### src/rtl/fetch_stage.sv
// fetch_stage: instruction fetch with a 2-entry output FIFO.
//
// Purpose
//   Holds the fetch PC, issues requests on an SRAM-like instruction port,
//   buffers returned instructions in order and hands them to decode.
//   Redirects from the back end (ex / eret / tlb_op) clear the buffer and
//   cancel every response still in flight.
//
// Ports
//   clk, reset      clock; synchronous active-high reset
//   ds_allowin      decode accepts the presented entry this cycle
//   br_op           decode holds a branch, so the transferred entry is a delay slot
//   pipeline_flush  ex / eret / tlb_op redirect requests
//   flush_target    redirect PC, valid while any pipeline_flush field is high
//   predict_taken   BPU predicts taken for the PC being issued
//   predict_target  BPU predicted target
//   inst_if         instruction request/response port (fetch_stage_if.master)
//   fs_to_ds_bus    entry presented to decode
//   dbg_state       fetch FSM state (RUN / HALT after an address error)
//
// Configuration
//   FS_PREDICT_EN   when defined, an accepted request moves the PC to
//                   predict_target if predict_taken; otherwise PC+4 always.
//
// Handshakes
//   Request : accepted on a cycle where inst_req && inst_addr_ok; inst_addr is
//             the PC. Response : inst_data_ok qualifies inst_rdata for the
//             oldest un-answered request; responses return in request order.
//   Decode  : an entry moves when fs_to_ds_bus.valid && ds_allowin.

package fetch_stage_pkg;

    typedef struct packed {
        logic ex;
        logic eret;
        logic tlb_op;
    } pipeline_flush_t;

    typedef struct packed {
        logic        ex;
        logic [4:0]  exccode;
        logic        bd;
        logic [31:0] badvaddr;
        logic        tlb_refill;
    } fs_exception_t;

    typedef struct packed {
        logic          valid;
        logic [31:0]   inst;
        logic [31:0]   pc;
        fs_exception_t exception;
    } fs_to_ds_bus_t;

    typedef enum logic {
        FS_RUN  = 1'b0,
        FS_HALT = 1'b1
    } fs_state_e;

    localparam logic [31:0] FS_RESET_PC = 32'hBFC0_0000;
    localparam logic [4:0]  EXC_ADEL    = 5'h04;

endpackage

module fetch_stage
    import fetch_stage_pkg::*;
(
    input  logic            clk,
    input  logic            reset,
    input  logic            ds_allowin,
    input  logic            br_op,
    input  pipeline_flush_t pipeline_flush,
    input  logic [31:0]     flush_target,
    input  logic            predict_taken,
    input  logic [31:0]     predict_target,
    fetch_stage_if.master   inst_if,
    output fs_to_ds_bus_t   fs_to_ds_bus,
    output fs_state_e       dbg_state
);

    typedef struct packed {
        logic [31:0] inst;
        logic [31:0] pc;
        logic        ex;
    } fifo_entry_t;

    // Control state
    logic [31:0] pc_q, pc_d;
    fs_state_e   state_q, state_d;
    logic        rd_ptr_q, rd_ptr_d;
    logic [1:0]  cnt_q, cnt_d;
    logic [1:0]  out_q, out_d;
    // Stale responses can exceed two when a flush lands while earlier
    // cancelled responses are still pending, hence the extra bit.
    logic [2:0]  cancel_q, cancel_d;

    // Datapath storage (no reset needed)
    fifo_entry_t fifo_q [2];
    fifo_entry_t fifo_d [2];
    logic [31:0] pcq_q [2];
    logic [31:0] pcq_d [2];

    logic        flush;
    logic        pc_aligned;
    logic        fifo_valid;
    logic        pop;
    logic        space_ok;
    logic        req;
    logic        accept;
    logic        resp;
    logic        resp_drop;
    logic        resp_keep;
    logic        adel_push;
    logic        push;
    logic        wr_ptr;
    logic [1:0]  out_after_resp;
    logic [31:0] next_pc;
    fifo_entry_t push_entry;

`ifdef FS_PREDICT_EN
    assign next_pc = predict_taken ? predict_target : pc_q + 32'd4;
`else
    logic unused_predict;
    assign next_pc        = pc_q + 32'd4;
    assign unused_predict = ^{predict_taken, predict_target};
`endif

    always_comb begin
        flush      = |pipeline_flush;
        pc_aligned = (pc_q[1:0] == 2'b00);
        fifo_valid = !reset && (cnt_q != 2'd0) && !flush;
        pop        = fifo_valid && ds_allowin;
        // In-flight requests plus buffered entries, after this cycle's pop,
        // must leave a free slot for every response that can still arrive.
        space_ok   = (({1'b0, out_q} + {1'b0, cnt_q} - {2'b00, pop}) < 3'd2);
        req        = !reset && (state_q == FS_RUN) && pc_aligned && space_ok;
        accept     = req && inst_if.inst_addr_ok;
        resp       = !reset && inst_if.inst_data_ok;
        resp_drop  = resp && (cancel_q != 3'd0);
        resp_keep  = resp && (cancel_q == 3'd0);
        // The address-error entry waits for older responses so order holds.
        adel_push  = !reset && (state_q == FS_RUN) && !pc_aligned &&
                     (out_q == 2'd0) && space_ok;
        push       = resp_keep || adel_push;

        push_entry = '0;
        if (resp_keep) begin
            push_entry.inst = inst_if.inst_rdata;
            push_entry.pc   = pcq_q[0];
            push_entry.ex   = 1'b0;
        end else begin
            push_entry.inst = 32'd0;
            push_entry.pc   = pc_q;
            push_entry.ex   = 1'b1;
        end

        out_after_resp = out_q - {1'b0, resp_keep};
        // With two entries buffered the write lands in the slot the pop frees.
        wr_ptr         = rd_ptr_q ^ cnt_q[0];
    end

    // Next-state logic
    always_comb begin
        pc_d     = pc_q;
        state_d  = state_q;
        rd_ptr_d = rd_ptr_q;
        cnt_d    = cnt_q;
        out_d    = out_q;
        cancel_d = cancel_q;
        fifo_d   = fifo_q;
        pcq_d    = pcq_q;

        if (flush) begin
            // Every request not yet answered, including one accepted right
            // now, becomes a response to discard.
            pc_d     = flush_target;
            state_d  = FS_RUN;
            rd_ptr_d = 1'b0;
            cnt_d    = 2'd0;
            out_d    = 2'd0;
            cancel_d = cancel_q + {1'b0, out_q} + {2'b00, accept} - {2'b00, resp};
        end else begin
            if (accept) begin
                pc_d = next_pc;
            end
            if (adel_push) begin
                state_d = FS_HALT;
            end
            if (resp_drop) begin
                cancel_d = cancel_q - 3'd1;
            end
            if (resp_keep) begin
                pcq_d[0] = pcq_q[1];
            end
            if (accept) begin
                pcq_d[out_after_resp[0]] = pc_q;
            end
            out_d = out_after_resp + {1'b0, accept};
            if (push) begin
                fifo_d[wr_ptr] = push_entry;
            end
            if (pop) begin
                rd_ptr_d = ~rd_ptr_q;
            end
            cnt_d = cnt_q + {1'b0, push} - {1'b0, pop};
        end
    end

    always_ff @(posedge clk) begin
        if (reset) begin
            pc_q     <= FS_RESET_PC;
            state_q  <= FS_RUN;
            rd_ptr_q <= 1'b0;
            cnt_q    <= 2'd0;
            out_q    <= 2'd0;
            cancel_q <= 3'd0;
        end else begin
            pc_q     <= pc_d;
            state_q  <= state_d;
            rd_ptr_q <= rd_ptr_d;
            cnt_q    <= cnt_d;
            out_q    <= out_d;
            cancel_q <= cancel_d;
        end
    end

    always_ff @(posedge clk) begin
        fifo_q <= fifo_d;
        pcq_q  <= pcq_d;
    end

    // Outputs
    always_comb begin
        fs_to_ds_bus                      = '0;
        fs_to_ds_bus.valid                = fifo_valid;
        fs_to_ds_bus.inst                 = fifo_q[rd_ptr_q].inst;
        fs_to_ds_bus.pc                   = fifo_q[rd_ptr_q].pc;
        fs_to_ds_bus.exception.ex         = fifo_q[rd_ptr_q].ex;
        fs_to_ds_bus.exception.exccode    = fifo_q[rd_ptr_q].ex ? EXC_ADEL : 5'd0;
        fs_to_ds_bus.exception.bd         = br_op;
        fs_to_ds_bus.exception.badvaddr   = fifo_q[rd_ptr_q].ex ? fifo_q[rd_ptr_q].pc : 32'd0;
        fs_to_ds_bus.exception.tlb_refill = 1'b0;
    end

    assign inst_if.inst_req  = req;
    assign inst_if.inst_addr = pc_q;
    assign dbg_state         = state_q;

endmodule

### src/rtl/fetch_stage_if.sv
// fetch_stage_if: SRAM-like instruction request/response port.
//
// Signals
//   inst_req      fetch requests the word at inst_addr
//   inst_addr     request address
//   inst_addr_ok  memory accepts the request (with inst_req)
//   inst_data_ok  response for the oldest outstanding request is on inst_rdata
//   inst_rdata    response data
//
// Modports
//   master  fetch side
//   slave   memory side

interface fetch_stage_if;

    logic        inst_req;
    logic [31:0] inst_addr;
    logic        inst_addr_ok;
    logic        inst_data_ok;
    logic [31:0] inst_rdata;

    modport master (
        output inst_req,
        output inst_addr,
        input  inst_addr_ok,
        input  inst_data_ok,
        input  inst_rdata
    );

    modport slave (
        input  inst_req,
        input  inst_addr,
        output inst_addr_ok,
        output inst_data_ok,
        output inst_rdata
    );

endinterface

### src/flat_wrapper.sv
// flat-port wrapper written by rule: the top's interface ports become plain ports
module fetch_stage_flat import fetch_stage_pkg::*;
  (clk, reset, ds_allowin, br_op, pipeline_flush, flush_target, predict_taken, predict_target, fs_to_ds_bus, dbg_state, inst_if_inst_req, inst_if_inst_addr, inst_if_inst_addr_ok, inst_if_inst_data_ok, inst_if_inst_rdata);
  fetch_stage_if inst_if_i ();
  input  logic clk;
  input  logic reset;
  input  logic ds_allowin;
  input  logic br_op;
  input  pipeline_flush_t pipeline_flush;
  input  logic [31:0] flush_target;
  input  logic predict_taken;
  input  logic [31:0] predict_target;
  output fs_to_ds_bus_t fs_to_ds_bus;
  output fs_state_e dbg_state;
  output wire logic [$bits(inst_if_i.inst_req)-1:0] inst_if_inst_req;
  output wire logic [$bits(inst_if_i.inst_addr)-1:0] inst_if_inst_addr;
  input wire logic [$bits(inst_if_i.inst_addr_ok)-1:0] inst_if_inst_addr_ok;
  input wire logic [$bits(inst_if_i.inst_data_ok)-1:0] inst_if_inst_data_ok;
  input wire logic [$bits(inst_if_i.inst_rdata)-1:0] inst_if_inst_rdata;
  assign inst_if_inst_req = inst_if_i.inst_req;
  assign inst_if_inst_addr = inst_if_i.inst_addr;
  assign inst_if_i.inst_addr_ok = inst_if_inst_addr_ok;
  assign inst_if_i.inst_data_ok = inst_if_inst_data_ok;
  assign inst_if_i.inst_rdata = inst_if_inst_rdata;
  fetch_stage u_core (.clk(clk), .reset(reset), .ds_allowin(ds_allowin), .br_op(br_op), .pipeline_flush(pipeline_flush), .flush_target(flush_target), .predict_taken(predict_taken), .predict_target(predict_target), .inst_if(inst_if_i), .fs_to_ds_bus(fs_to_ds_bus), .dbg_state(dbg_state));
endmodule
### config.mk
export PLATFORM = sky130hd
export DESIGN_NAME = fetch_stage_flat
export DESIGN_NICKNAME = d
export VERILOG_FILES = /design/src/rtl/fetch_stage.sv /design/src/rtl/fetch_stage_if.sv /design/src/flat_wrapper.sv
export SDC_FILE = /design/constraint.sdc
export NUM_CORES = 1
export LEC_CHECK = 0
export CORE_AREA = 2 2 156 158
export CTS_CLUSTER_DIAMETER = 50
export CTS_CLUSTER_SIZE = 16
export DETAILED_ROUTE_END_ITERATION = 7
export DIE_AREA = 0 0 158 160
export PLACE_DENSITY = 0.85
export SLEW_MARGIN = 10
export SYNTH_ARGS = -nofsm -noshare
export SYNTH_HDL_FRONTEND = slang
export SYNTH_SLANG_ARGS = --single-unit
### constraint.sdc
create_clock -name clk -period 7.72 [get_ports clk]
set_clock_uncertainty 0.1 [all_clocks]
set_input_delay 1.93 -clock clk [delete_from_list [all_inputs] [get_ports clk]]
set_output_delay 1.93 -clock clk [all_outputs]
set_load 0.02 [all_outputs]
# Word-level counts from Yosys, hierarchy flattened

Cells that the tools add are included.

Reductions and logical operators: 30
Order comparisons: 6
Multiplexer cells: 19
Add/subtract/negate cells: 11
Bitwise logic cells: 7

Operators with widths:

| cell                  | count |
|---|---|
| $mux 65               | 5 |
| $mux 32               | 6 |
| $bwmux 130            | 1 |
| $demux 65 s1          | 1 |
| $bwmux 64             | 1 |
| $mux 64               | 1 |
| $add 32x3->32 const B | 1 |
| $demux 32 s1          | 1 |
| $logic_and 1x1->1     | 15 |
| $mux 3                | 3 |
| $ge 2x2->1 const B    | 3 |
| $not 1->2             | 3 |
| $reduce_bool 2->1     | 3 |
| $sub 3x1->3           | 2 |
| $add 2x1->2           | 2 |
| $logic_not 2->1       | 2 |
| $lt 2x1->1 const B    | 2 |
| $reduce_and 2->1      | 2 |
| $reduce_or 4->1       | 1 |
| $sub 2x1->2           | 2 |
| $add 2x2->3           | 1 |
| $add 3x1->3           | 1 |
| $add 3x2->3           | 1 |
| $logic_not 1->1       | 3 |
| other kinds (8)       | 10 |

Word-level logic and storage cells: 87
Output and inout port bits: 139
Input bits: 106
Register bits after elaboration: 235

# Logic depth before layout (Yosys ltp)

Gate-level depths: netlist of run 1.

Depth in word-level cells: 11
Depth in mapped cells: 21

# Least setup slack after synthesis of run 1

Ideal clock, no wire load.

Path type: input -> register
Start: in pipeline_flush[1] in the netlist's numbering
End: reg u_core.fifo_q[100] in the netlist's numbering (enable)
Setup time: 489 ps
Data arrival time: 7522 ps
Path slack: -390 ps
Stages: 15
Cell sequence: or3_1 -> clkbuf_1 -> inv_2 -> clkbuf_1 -> nand2_1 -> nor2_1 -> ha_1 -> inv_1 -> nand2_1 -> fa_1 -> nor3b_4 -> nand2_1 -> o41ai_1 -> nand2_1 -> nor2_1

Cells in the longest elaborated chain, start to end: 9

Ends and longest elaborated chain:

| element                           | line               | source |
|---|---|---|
| start, declared                   | flat_wrapper.sv:9  | `input pipeline_flush_t pipeline_flush;` |
| $reduce_or 3->1                   | fetch_stage.sv:128 | `flush = \|pipeline_flush;` |
| $logic_not 1->1                   | fetch_stage.sv:130 | `fifo_valid = !reset && (cnt_q != 2'd0) && !flush;` |
| $logic_and 1x1->1                 | fetch_stage.sv:130 |  |
| $logic_and 1x1->1                 | fetch_stage.sv:131 | `pop = fifo_valid && ds_allowin;` |
| named net u_core.pop              | fetch_stage.sv:105 | `logic pop;` |
| $sub 3x1->3                       | fetch_stage.sv:134 | `space_ok = (({1'b0, out_q} + {1'b0, cnt_q} - {2'b00, pop}) < 3'd2);` |
| $lt 3x2->1                        | fetch_stage.sv:134 |  |
| $logic_and 1x1->1                 | fetch_stage.sv:142 | `(out_q == 2'd0) && space_ok;` |
| $logic_or 1x1->1                  | fetch_stage.sv:143 | `push = resp_keep \|\| adel_push;` |
| $reduce_and 2->1 (no source line) | -                  |  |
| end signal, assigned              | fetch_stage.sv:227 | `fifo_q <= fifo_d;` |
| end, declared                     | fetch_stage.sv:97  | `fifo_entry_t fifo_q [2];` |

The timed path passes the listed nets, and every way through them passes these cells.
A chain may end at the register's enable or synchronous reset.

# Final worst setup path of run 1

Start: in pipeline_flush[1] in the netlist's numbering
End: out inst_if_inst_req

Cells in the longest elaborated chain, start to end: 7

Ends and longest elaborated chain:

| element              | line               | source |
|---|---|---|
| $reduce_or 3->1      | fetch_stage.sv:128 |  |
| $logic_not 1->1      | fetch_stage.sv:130 |  |
| $logic_and 1x1->1    | fetch_stage.sv:130 |  |
| $logic_and 1x1->1    | fetch_stage.sv:131 |  |
| named net u_core.pop | fetch_stage.sv:105 |  |
| $sub 3x1->3          | fetch_stage.sv:134 |  |
| $lt 3x2->1           | fetch_stage.sv:134 |  |
| $logic_and 1x1->1    | fetch_stage.sv:135 | `req = !reset && (state_q == FS_RUN) && pc_aligned && space_ok;` |
| end, declared        | flat_wrapper.sv:15 | `output wire logic [$bits(inst_if_i.inst_req)-1:0] inst_if_inst_req;` |

The timed path passes the listed nets, and every way through them passes these cells.

==> results by group, run 1 <==
Detailed routing
  – Drt first pass iters: 5
  – Avg WL per Cell: 17.75 µm
  – Post-route DRC: 0
  – Via count: 7496
  – ANT nets after route: 0
  – Initial DRC count: 616
  – Drt via density: 5.301
  – Wirelength, routed: 25090 µm

Final layout
  – Layout Nets: 1191
  – Area occupied by multi-input gates: 0.003674 mm²
  – Area grow syn2layout: 28.75%
  – Diodes inserted: 0
  – Filler Cell Count: 1912
  – Fraction of layout cells with a size suffix above 1: 0.1284
  – FF+latch area: 0.006650 mm²

Die
  – Core box area: 0.02382 mm²
  – Initial Util: 0.4482
  – Die W: 158 µm
  – Die Ht: 160 µm
  – Io pins: 245
  – Rows: 57
  – Die Area: 0.02528 mm²

Setup path
  – Slowest stage delay, CP: 0.52 ns
  – CP Buf/Inv Count: 4
  – Critical path depth: 13
  – Register-to-Register Path Depth: 8
  – Critical path startpoint category: primary input
  – Cell mode on critical path: nand2_1
  – Req. time, crit path: 5.69 ns
  – Critical Path Sink Type: output pin
  – Setup CP Type: in -> out
  – Crit path max fanout: 11
  – Worst path arrival time: 5.07 ns
  – CP delay by family, top: simple AND/OR/NAND/NOR gates
  – Slowest stage cell, crit path: fa_1
  – CP cell instances: clkdlybuf4s50_1 > or3_1 > clkinv_2 > nand2_1 > nor2_1 > ha_1 > inv_1 > nand2_1 > fa_1 > nor3b_4 > nand2_1 > nor3_1 > dlymetal6s2s_1

STA
  – Total negative slack: 0 ns
  – Relative slew slack: 0.1918
  – Minimum clock period: 7.099 ns
  – Final hold vios: 0
  – Max Clk Rate: 140.9 MHz
  – Final Cycle Share: 0.9196
  – Final setup viols: 0
  – RSZ-0062 raised after global routing: no
  – Min Hold Slack: 0.4299 ns
  – Slew Viols, Final: 0
  – Worst-margin pin slew: 1.208 ns

CTS
  – Clk slew on worst S/H paths: 0.06 ns
  – Clock buffer depth: 3
  – CTS H-tree lvls: 1
  – CTS tree: done
  – Clock sink count: 235
  – CTS Buf Count: 24
  – Worst skew pair latency: 0.51 ns
  – Clk Tree Root Cell: clkbuf_16

Logic synthesis
  – Largest family of logic cells by synthesized area: simple AND/OR/NAND/NOR gates
  – Top cells by area, synth: edfxtp_1 55%, dfxtp_1 7.7%, mux2_2 6.8%
  – Asr flop ratio synth: 0
  – Yosys warnings: 0
  – Simple-gate share of the synthesized area: 0.1763
  – Post-synthesis instance total: 892
  – Multiplexer share of the synthesized area: 0.07126
  – Top_reg_cell synth: edfxtp_1
  – Yosys reg bits: 235
  – Xor/xnor share of the synthesized area: 0.02461
  – Cell Area, Synth: 0.01068 mm²
  – Yosys cell types: 48
  – Count leader, synth: edfxtp_1
  – Post-synth EDFFs: 194
  – Syn avg cell area: 11.97 µm²
  – Adder-cell area share of the yosys netlist: 0.01735
  – Synth Area in Compound Gates: 0.05028
  – Sequential area share after synthesis: 0.6226
  – Top cells by count, synth: 194 x edfxtp_1, 170 x nand2_1, 67 x nor2_1
  – Yosys top cell by area: edfxtp_1
  – Synth top area share: 0.5457

Placement
  – IO Port Bufs: 204
  – RD Place Congestion: 0.8136
  – HPWL after DPL: 15690 µm

GRT
  – Largest net degree at the start of global routing: 91
  – Vias in the first global route: 7473
  – Gr usage total: 0.1936
  – Global-route wire length before repair: 38880 µm
  – GR Overflow Total: 0
  – Initial antenna violation count: 0

Min path
  – Worst hold path class: reg -> reg
  – Hold path cells: 2

Power
  – Maximum VDD drop: 0.1291 mV
  – Leak: 4.991 nW
  – Pwr dens: 219.3 mW/mm²

Flow run
  – Max-Cap Viols: 0

Outcome
  – Status: complete, no violations
-- area by class of cell --
type,instances,share of cell area
inverter,23,0.006372
clock buffer,35,0.05134
sequential,235,0.4838
multi-input combinational,573,0.2673
tap,324,0.02949
timing repair buffer,215,0.1544
clock inverter,9,0.007283
-- power by group --
group          total (W)  internal [W]  leakage, nW  switching [W]
Clock            0.00117      0.000680        0.392       0.000490
Combinational   0.000379      0.000154         2.44       0.000225
Sequential       0.00147       0.00143         2.15      0.0000353
-- per-layer routing --
layer,up-vias,track usage,part of all wire
li1,3542,-,-
met4,0,0.06429,0.027
met1,3608,0.2601,0.43
met2,294,0.3206,0.47
met3,52,0.03121,0.067
met5,-,0,0
-- worst paths after layout --
path,start,to,slack [ns]
hold reg to reg,u_core.cancel_q[2],u_core.cancel_q[2],0.43
setup / recovery,pipeline_flush[1],inst_if_inst_req,0.62
hold / removal,u_core.cancel_q[2],u_core.cancel_q[2],0.43
setup reg to reg,u_core.cancel_q[0],u_core.pcq_q[51],3.16
-- state kept, by name, summed over array words and instances (netlist names) --
register / count
u_core.fifo_q: 130
u_core.inst_if.inst_addr: 32
u_core.rd_ptr_q: 1
u_core.dbg_state: 1
u_core.pcq_q: 64
u_core.cancel_q: 3
u_core.out_q: 2
u_core.cnt_q: 2
-- kinds of logic after synthesis --
logic type,count (synthesis)
AND/OR/NAND/NOR,380
flip-flops,235
buffers and inverters,88
AO/OA/AOI/OAI,77
multiplexers,68
XOR/XNOR,30
adder cells (fa/ha/maj),13
other,1
-- what timing repair did --
action / in CTS / in global routing
gates resized for setup: 0 / 1
setup endpoints to repair: 0 / 1
setup buffers: 0 / 0
hold buffers: 0 / 0
-- through the flow --
stage / area, µm² / std cells / total power (W) / setup WS (ns) / util
floorplan: 10690 / 896 / 0.001723 / 0.4275 / -
global placement: 12940 / 1370 / 0.001858 / 0.3438 / 0.5431
detailed placement: 12940 / 1370 / 0.001872 / 0.2570 / 0.5431
global route: 13740 / 1414 / 0.003123 / 0.3689 / 0.5770
finish: 13740 / 1414 / 0.003014 / 0.6207 / 0.5770
CTS: 13740 / 1414 / 0.003034 / 0.2244 / 0.5769
-- layout by cell type (no fill, tap or decap), types with 27 or more instances in the layout --
cell type and count:
clkbuf_16 27, a31oi_1 31, mux2_2 64, dfxtp_1 40, and2_1 33, edfxtp_1 194
and3_1 37, nor2_1 66, clkdlybuf4s50_1 202, nand2_1 168
-- tightest hold or removal path: cells and delay by family (launching register included) --
kind	cells	cell delay [ns]
flip-flops	1	0.35
XOR/XNOR	1	0.08
AND/OR/NAND/NOR	1	0.07
(Power assumes the default switching activity.)
==> run 2: changes to the inputs <==
CAP_MARGIN = 20   (was unset)
==> results by group, run 2 (synthesis gave the netlist of run 1 again) <==
Power
  – Net switching power figure: 0.0007674 W (+2.2%)
  – Sequential Power Share: 0.487 (about the same)
  – Clock Power Share: 0.383 (-0.005)
  – Total power: 0.003010 W (-0.14%)
  – Comb power frac: 0.130 (+0.004)
  – Maximum VDD drop: 0.1219 mV (-5.6%)
  – Internal power: 0.002243 W (-0.92%)
  – Pwr dens: 218.0 mW/mm² (-0.60%)
  – Leak: 5.027 nW (+0.72%)
  – Switching fraction of total power: 0.2549 (+0.005907)

Final layout
  – Area grow syn2layout: 29.35%
  – Most frequent cells in the layout: 202 x clkdlybuf4s50_1, 194 x edfxtp_1, 168 x nand2_1, 66 x nor2_1, 64 x mux2_2
  – Largest register FFs: 130 (unchanged)
  – Diodes inserted: 0 (unchanged)
  – Largest register by flop count: u_core.fifo_q
  – Fraction of layout cells with a size suffix above 1: 0.1335 (+0.005015)
  – Post-Layout Cell Count: 1418 (+0.28%)
  – Commonest non-fill, non-tap cell in the layout: clkdlybuf4s50_1
  – Layout Nets: 1195 (+0.34%)

Min path
  – Hold path cells: 2 (unchanged)
  – Hold Crit Start: u_core.cancel_q[2]
  – Worst hold path class: reg -> reg
  – WHS Endpoint: u_core.cancel_q[2]

STA
  – Final hold vios: 0 (unchanged)
  – Final Cycle Share: 0.9216 (+0.001969)
  – Relative slew slack: 0.2961 (+0.1043)
  – Max Clk Rate: 140.6 MHz (-0.21%)
  – Minimum clock period: 7.115 ns (+0.01520 ns)
  – RSZ-0062 raised after global routing: no
  – Slew Viols, Final: 0 (unchanged)
  – Worst-margin pin slew: 1.056 ns (-0.1521 ns)
  – Worst setup margin: 0.6055 ns (-0.01520 ns)
  – Final setup viols: 0 (unchanged)
  – Total negative slack: 0 ns (unchanged)

Placement
  – Placed cells: 1372 (+0.15%)
  – IO Port Bufs: 204 (unchanged)
  – DP Worst Slack: 0.2355 ns (-0.02155 ns)
  – HPWL after DPL: 15870 µm (+1.1%)
  – RD Place Congestion: 0.8136 (unchanged)

Detailed routing
  – Via count: 7502 (+0.080%)
  – ANT nets after route: 0 (unchanged)
  – Drt via density: 5.291 (-0.20%)
  – Wirelength, routed: 24980 µm (-0.45%)
  – Initial DRC count: 504 (-18%)
  – Drt first pass iters: 5 (unchanged)
  – Avg WL per Cell: 17.62 µm (-0.73%)
  – Post-route DRC: 0 (unchanged)

Die
  – Die Area: 0.02528 mm² (unchanged)
  – Io pins: 245 (unchanged)
  – Initial Util: 0.4482 (unchanged)
  – Rows: 57 (unchanged)
  – Die Ht: 160 µm (unchanged)
  – Die W: 158 µm (unchanged)
  – Core box area: 0.02382 mm² (unchanged)

GRT
  – Vias in the first global route: 7363 (-1.5%)
  – Gr usage total: 0.1911 (-0.002491)
  – GR Overflow Total: 0 (unchanged)
  – Largest net degree at the start of global routing: 91 (unchanged)
  – Global-route wire length before repair: 38310 µm (-1.5%)
  – Initial antenna violation count: 0 (unchanged)

CTS
  – Clk slew on worst S/H paths: 0.06 ns (about the same)
  – CTS Buf Count: 24 (unchanged)
  – CTS H-tree lvls: 1 (unchanged)
  – CTS tree: done
  – Postcts setup bufs: 0 (unchanged)
  – Clock buffer depth: 3 (unchanged)
  – Hold_buf cts: 0 (unchanged)
  – Clock sink count: 235 (unchanged)
  – Worst skew pair latency: 0.51 ns (about the same)
  – Clk Tree Root Cell: clkbuf_16

Setup path
  – Setup slack, reg-to-reg: 3.59 ns (+0.43 ns)
  – Req. time, crit path: 5.69 ns (about the same)
  – Reg-to-Reg Start: u_core.cnt_q[0]
  – Cell mode on critical path: nand2_1
  – Crit path max fanout: 11 (unchanged)
  – Critical path startpoint category: primary input
  – Critical Path Sink Type: output pin
  – Worst path arrival time: 5.08 ns (about the same)
  – Register-to-Register Path Depth: 10 (+2)
  – Slowest stage delay, CP: 0.53 ns (about the same)
  – CP cell instances: clkdlybuf4s50_1 > or3_1 > clkinv_2 > nand2_1 > nor2_1 > ha_1 > inv_1 > nand2_1 > fa_1 > nor3b_4 > nand2_1 > nor3_1 > dlymetal6s2s_1
  – Slowest stage cell, crit path: or3_1
  – FF-to-FF End: u_core.fifo_q[24]
  – Setup CP Type: in -> out

Outcome
  – Status: complete, no violations

Flow run
  – Max-Cap Viols: 0 (unchanged)
## run 2: cell count changes in the layout (fill, tap and decap cells not counted)
cell        delta
bufinv_16      -1
inv_8          +4
clkinvlp_4     +1
buf_12         +2
clkbuf_1       -5
clkinv_2       +1
buf_8          +2
clkinv_1       +3
clkinv_4       -2
inv_6          -1
## run 2: area by class of cell
class / instances / area, µm²
clock buffer: 30 / 686.9
tap: 324 / 405.4
multi-input combinational: 573 / 3674
sequential: 235 / 6650
clock inverter: 14 / 112.6
fill: 1882 / 10010
inverter: 23 / 87.58
timing repair buffer: 219 / 2192
## run 2: critical path, delay by kind of cell
kind | cells | cell delay [ns]
buf+inv | 4 | 0.94
fa+ha+maj | 2 | 0.74
simple gates | 7 | 1.46
## run 2: metal layers
metal  vias up  global-route usage  routed length, µm
met2       263              0.3267              12270
met1      3658              0.2518              10520
met5         -                   0                  0
met4         0             0.04791                389
met3        28             0.03446               1801
li1       3553                   -                  -
## run 2: how the worst max path moves through the flow
stage	slack, ns	cells past startpoint	start	endpoint
2_1_floorplan	0.43	14	pipeline_flush[1]	u_core.pcq_q[0]
3_3_place_gp	0.34	13	pipeline_flush[1]	inst_if_inst_req
3_5_place_dp	0.24	13	pipeline_flush[1]	inst_if_inst_req
4_1_cts	0.25	13	pipeline_flush[1]	inst_if_inst_req
5_1_grt	0.39	13	pipeline_flush[1]	inst_if_inst_req
6_report	0.61	13	pipeline_flush[1]	inst_if_inst_req
## run 2: what timing repair did
item | 4_1_cts | 5_1_grt
setup endpoints to repair | 0 | 1
hold endpoints to repair | 0 | 0
gates resized for setup | 0 | 1
## run 2: power groups by stage
stage | registers [W] | clock network [W] | logic (W)
after floorplan | 0.00149 | 0 | 0.000229
after global placement | 0.00149 | 0 | 0.000367
after detailed placement | 0.00149 | 0 | 0.000390
after CTS | 0.00146 | 0.00118 | 0.000393
after global routing | 0.00147 | 0.00122 | 0.000430
final | 0.00147 | 0.00115 | 0.000392
## run 2: per-stage QoR
step	cell area (µm²)	util	hold slack, ns
after floorplan	10690	-	0.3797
after global placement	12940	0.5431	0.4148
after detailed placement	12970	0.5445	0.4216
after CTS	13770	0.5781	0.4379
after global routing	13810	0.5797	0.4753
final	13810	0.5797	0.4351
